`src/rtl/memory_bus_arbiter.sv`:
```
// memory_bus_arbiter
//   Two-requester arbiter that shares the single-ported ram between the instruction-fetch
//   path (I) and the load/store path (D). Requests are latched, one transaction at a time
//   is sequenced onto the memory bus, and the result is returned to the winner with a
//   4-phase level handshake (the same handshake ram uses).
//
//   Configuration macro: ARBITER_ROUND_ROBIN_EN
//     undefined : fixed priority, D beats I when both are pending.
//     defined   : on a tie, the port that did not win last time is granted.
//
// Ports
//   clock, reset        single rising-edge clock; asynchronous active-low reset
//   i_read/i_address    I read request (level) and address
//   i_data/i_ready      I read data and completion (held until i_read drops)
//   d_read/d_write      D read / write request (level); read wins if both are high
//   d_address/d_wdata   D address and write data
//   d_rdata/d_ready     D read data and read completion
//   d_done              D write completion
//   m_read/m_write      strobes to ram
//   m_address/m_wdata   address / write data to ram
//   m_rdata/m_ready     read data and read completion from ram
//   m_done              write completion from ram
//   grant               one-hot owner: [0]=I, [1]=D; 00 when idle
module memory_bus_arbiter #(
    parameter int unsigned XLEN           = 32,
    parameter int unsigned BUS_WIDTH_BITS = 256
) (
    input  logic                      clock,
    input  logic                      reset,
    input  logic                      i_read,
    input  logic [XLEN-1:0]           i_address,
    output logic [BUS_WIDTH_BITS-1:0] i_data,
    output logic                      i_ready,
    input  logic                      d_read,
    input  logic                      d_write,
    input  logic [XLEN-1:0]           d_address,
    input  logic [BUS_WIDTH_BITS-1:0] d_wdata,
    output logic [BUS_WIDTH_BITS-1:0] d_rdata,
    output logic                      d_ready,
    output logic                      d_done,
    output logic                      m_read,
    output logic                      m_write,
    output logic [XLEN-1:0]           m_address,
    output logic [BUS_WIDTH_BITS-1:0] m_wdata,
    input  logic [BUS_WIDTH_BITS-1:0] m_rdata,
    input  logic                      m_ready,
    input  logic                      m_done,
    output logic [1:0]                grant
);

    typedef enum logic [1:0] {StIdle, StAccess, StRespond} state_e;

    state_e                    state_q, state_d;
    logic                      i_req_q, d_rd_q, d_wr_q;
    logic [1:0]                grant_q, grant_d;
    logic                      op_write_q, op_write_d;
    logic [XLEN-1:0]           addr_q, addr_d;
    logic [BUS_WIDTH_BITS-1:0] wdata_q, wdata_d;
    logic [BUS_WIDTH_BITS-1:0] i_data_q, i_data_d;
    logic [BUS_WIDTH_BITS-1:0] d_rdata_q, d_rdata_d;
    logic                      pick_d;
    logic                      winner_req;

`ifdef ARBITER_ROUND_ROBIN_EN
    logic last_grant_q, last_grant_d;  // 0 = I won last, 1 = D won last

    // Single requests win outright; on a tie the previous loser is served.
    assign pick_d = (d_rd_q | d_wr_q) & (~i_req_q | ~last_grant_q);
`else
    assign pick_d = d_rd_q | d_wr_q;
`endif

    // Completion is released only by the winner's own request level.
    assign winner_req = grant_q[0] ? i_read : (d_read | d_write);

    // State register
    always_ff @(posedge clock or negedge reset) begin
        if (!reset) begin
            state_q      <= StIdle;
            i_req_q      <= 1'b0;
            d_rd_q       <= 1'b0;
            d_wr_q       <= 1'b0;
            grant_q      <= 2'b00;
            op_write_q   <= 1'b0;
            addr_q       <= '0;
            wdata_q      <= '0;
            i_data_q     <= '0;
            d_rdata_q    <= '0;
`ifdef ARBITER_ROUND_ROBIN_EN
            last_grant_q <= 1'b0;
`endif
        end else begin
            state_q      <= state_d;
            i_req_q      <= i_read;
            d_rd_q       <= d_read;
            d_wr_q       <= d_write;
            grant_q      <= grant_d;
            op_write_q   <= op_write_d;
            addr_q       <= addr_d;
            wdata_q      <= wdata_d;
            i_data_q     <= i_data_d;
            d_rdata_q    <= d_rdata_d;
`ifdef ARBITER_ROUND_ROBIN_EN
            last_grant_q <= last_grant_d;
`endif
        end
    end

    // Next-state logic
    always_comb begin
        state_d      = state_q;
        grant_d      = grant_q;
        op_write_d   = op_write_q;
        addr_d       = addr_q;
        wdata_d      = wdata_q;
        i_data_d     = i_data_q;
        d_rdata_d    = d_rdata_q;
`ifdef ARBITER_ROUND_ROBIN_EN
        last_grant_d = last_grant_q;
`endif
        unique case (state_q)
            StIdle: begin
                if (i_req_q | d_rd_q | d_wr_q) begin
                    state_d    = StAccess;
                    grant_d    = pick_d ? 2'b10 : 2'b01;
                    // A simultaneous d_read/d_write is treated as a read.
                    op_write_d = pick_d & ~d_rd_q;
                    addr_d     = pick_d ? d_address : i_address;
                    if (pick_d) begin
                        wdata_d = d_wdata;
                    end
`ifdef ARBITER_ROUND_ROBIN_EN
                    last_grant_d = pick_d;
`endif
                end
            end
            StAccess: begin
                if (!op_write_q && m_ready) begin
                    state_d = StRespond;
                    if (grant_q[0]) begin
                        i_data_d = m_rdata;
                    end else begin
                        d_rdata_d = m_rdata;
                    end
                end else if (op_write_q && m_done) begin
                    state_d = StRespond;
                end
            end
            StRespond: begin
                // Waiting for ram to drop its level keeps a stale m_ready/m_done
                // from completing the next transaction.
                if (!winner_req && !m_ready && !m_done) begin
                    state_d = StIdle;
                    grant_d = 2'b00;
                end
            end
            default: state_d = StIdle;
        endcase
    end

    // Outputs
    always_comb begin
        m_read    = (state_q == StAccess) & ~op_write_q;
        m_write   = (state_q == StAccess) & op_write_q;
        i_ready   = (state_q == StRespond) & grant_q[0];
        d_ready   = (state_q == StRespond) & grant_q[1] & ~op_write_q;
        d_done    = (state_q == StRespond) & grant_q[1] & op_write_q;
        m_address = addr_q;
        m_wdata   = wdata_q;
        grant     = grant_q;
        i_data    = i_data_q;
        d_rdata   = d_rdata_q;
    end

endmodule

```
`config.mk`:
```
export PLATFORM = sky130hd
export DESIGN_NAME = memory_bus_arbiter
export DESIGN_NICKNAME = d
export VERILOG_FILES = /design/src/rtl/memory_bus_arbiter.sv
export SDC_FILE = /design/constraint.sdc
export NUM_CORES = 1
export LEC_CHECK = 0
export ABC_AREA = 1
export CAP_MARGIN = 5
export CORE_AREA = 2 2 545 547
export DETAILED_ROUTE_END_ITERATION = 7
export DIE_AREA = 0 0 547 549
export PLACE_DENSITY = 0.3
export SETUP_SLACK_MARGIN = 0.02
export SLEW_MARGIN = 25
export SYNTH_ARGS = -nofsm -noshare
export SYNTH_HDL_FRONTEND = slang
export SYNTH_SLANG_ARGS = --single-unit
```
`constraint.sdc`:
```
create_clock -name clock -period 1.7 [get_ports clock]
set_clock_uncertainty 0.15 [all_clocks]
set_input_delay 0.34 -clock clock [delete_from_list [all_inputs] [get_ports clock]]
set_output_delay 0.34 -clock clock [all_outputs]
set_load 0.01 [all_outputs]
```
==> flow_summary_export.csv <==
group,metric,value,unit
floorplanning,fp-row-count,200,
detailed_routing,top_layer,"met5",
global_routing,grt_pass1_wl,302000,um
critical_path,crit_end,"d_done",
clocking,clk_latency,0.83,ns
global_routing,antenna_found_initial,105,
synth,synth_fp_nets,4108,
hold_path,min-delay-path-class,"in -> reg",
power_and_ir_drop,power.density,1860,nW/um^2
clocking,clk_pin_slew,0.06,ns
layout,syn_to_final_growth,113,%
power_and_ir_drop,ir_drop,0.868,mV
detailed_routing,avgViaCountPerCell,3.36,
synth,synth.avg_cell_area,8.98,sq um
clocking,cts.htree.levels,3,
timing,fmaxAchievable,417,MHz
placement,dp.cells,8876,
detailed_routing,dr_wl_met3,27200,um
timing,setup_ws,-0.699,ns
clocking,cts_tree,"yes",
detailed_routing,first_pass_iters,5,
timing,timing_hold_violations_final,0,
floorplanning,die_area,300000,sq um
detailed_routing,met2_length,107000,um
global_routing,grt_max_degree,70,
floorplanning,die_h,549,um
clocking,clock_path_buffers,4,
placement,dp_hpwl,181000,um
critical_path,worst_setup_path_start_kind,"flop",
layout,fin_nets,6508,
synth,yosysSeqAreaShare,63.9,%
detailed_routing,vias,33500,
layout,fin_area,67600,sq um
clocking,root_buffer,"clkbuf_16",
critical_path,crit_path_end_kind,"output port",
timing,finalCriticalPeriod,2.40,ns
detailed_routing,ant_nets,0,
timing,slew_headroom,51.2,%
flow_run,cap_violations,0,
clocking,cts_made_buffers,114,
timing,setup_viol,1683,
critical_path,r2r_end,"i_data[178]",
critical_path,rr_worst_depth,11,
placement,place_ws,-0.716,ns
detailed_routing,wirelength,242000,um
global_routing,grt_overflow,0,
timing,rsz0062_at_grt,"yes",
placement,portBuffers,1389,
detailed_routing,drtIter0Drc,2051,
synth,yosysWarningCount,0,
detailed_routing,m1WireLength,103000,um
floorplanning,coreArea,295000,sq um
critical_path,reg2reg_from,"state_q[1]",
global_routing,grt_usage,14.5,%
placement,place_congestion,0.863,
placement,placed_cell_area,53500,sq um
layout,drive_gt1_share,28.6,%
layout,final_cells,9976,
synth,postSynthCellCount,3525,
clocking,numClockSinks,808,
detailed_routing,route.detailed.drc,0,
floorplanning,die_x,547,um
detailed_routing,wl_per_cell,24.2,um
run_status,violations,"negative setup slack",
critical_path,cp.required,1.21,ns
critical_path,reg2reg_slack,-0.49,ns
critical_path,arrival,1.91,ns
timing,worstMarginPinSlew,0.735,ns
critical_path,path_class,"reg -> out",
power_and_ir_drop,power,0.126,W
synth,yosysUniqueCellTypes,17,
run_status,outcome,"finished with violations",
synth,ys_seq_elements,808,
floorplanning,io-pin-count,1390,
timing,finalCritPeriodShare,141,%
timing,slew_violations,0,
synth,netlist_area,31700,sq um
power_and_ir_drop,p_leak,32.1,nW
global_routing,grt_pass1_vias,34100,
critical_path,worstSetupStartpoint,"op_write_q",
critical_path,critPathMaxFanout,3,
floorplanning,initial_core_util,10.7,%
-- what timing repair did --
action                                  in CTS  in global routing
buffers inserted                           221                 58
endpoints found under the setup margin    1565               2081
endpoints found under the hold margin     1527                  0
pin swaps                                    8                 38
resized for setup                         3714                282
hold buffers                               504                  0
cloned                                       5                 89
-- logic make-up (layout without fill, tap and decap cells) --
kind of cell / after synthesis / after routing / share of synthesized area, %
flops: 808 / 808 / 63.9
compound gates: 546 / 546 / 8.88
simple gates: 1408 / 1408 / 17.8
other cells: 0 / 26 / 0
buf+inv: 763 / 3249 / 9.43
-- final cells by class --
class / instances / area (sq um)
diodes: 26 / 65.1
clock buffers: 175 / 3390
clock inverters: 27 / 363
fillers: 32000 / 227000
inverters: 554 / 2090
multi-input cells: 1954 / 8980
flip-flops and latches: 808 / 20300
well taps: 3939 / 4930
repair buffers: 2493 / 27500
-- flip-flops by register name, indices dropped and copies added, names as in the netlist --
signal,count
d_rd_q,1
m_address,32
m_wdata,256
i_req_q,1
state_q,2
d_wr_q,1
i_data,256
d_rdata,256
op_write_q,1
grant,2
-- Yosys cell counts (all sizes together) --
master	number	area share [%]
buf	116	1.8
clkbuf	93	1.1
dfrtp	808	64
inv	554	6.6
nand2	1136	13
nand3	263	4.2
nor2	6	0.087
nor3	3	0.083
o211ai	32	0.76
o21ai	514	8.1
-- per-layer routing --
metal	GRT usage, %	up-vias
met5	0	-
met1	18.0	16100
met3	7.31	291
met2	22.4	1384
met4	2.66	48
li1	-	15700
-- critical path, cell delays in order (launching register included) --
cell	delay [ns]
dfrtp_2	0.45
inv_2	0.06
buf_6	0.14
nor3_4	0.20
buf_6	0.14
buf_12	0.11
-- stage by stage --
| stage | hold WS (ns) | TNS [ns] | util (%) |
|---|---|---|---|
| global route | 0.0225 | -524.42 | 22.9 |
| finish | 0.0623 | -366.03 | 22.9 |
| CTS | 0.00206 | -414.85 | 21.7 |
| global placement | 0.0769 | -277.68 | 18.1 |
| detailed placement | 0.0775 | -297.60 | 18.1 |
| floorplan | -0.106 | 0 | - |
-- how the worst min path moves through the flow --
stage	start	end	slack, ns	cells after the start
global route	m_rdata[12]	d_rdata[12]	0.02	3
finish	m_rdata[12]	i_data[12]	0.06	3
global placement	reset	m_wdata[106]	0.08	1
CTS	d_wdata[17]	m_wdata[17]	0.002	3
floorplan	reset	d_rd_q	-0.11	0
detailed placement	reset	m_wdata[106]	0.08	1
-- report_power, final --
group          switching (W)  total, W  internal, W
logic                 0.0309    0.0640       0.0331
registers            0.00801    0.0369       0.0289
clock network         0.0102    0.0247       0.0146
total                 0.0491     0.126       0.0765
-- placed cells by master, fill, tap and decap left out, types with 201 or more instances in the layout --
cell	Yosys	routed
buf_12	0	215
buf_2	98	201
buf_4	0	352
buf_6	0	519
clkdlybuf4s50_1	0	581
dfrtp_1	808	768
dlygate4sd3_1	0	502
inv_1	553	547
nand2_1	1135	1092
nand3_1	262	228
o21ai_0	492	421
(Power assumes the default switching activity.)
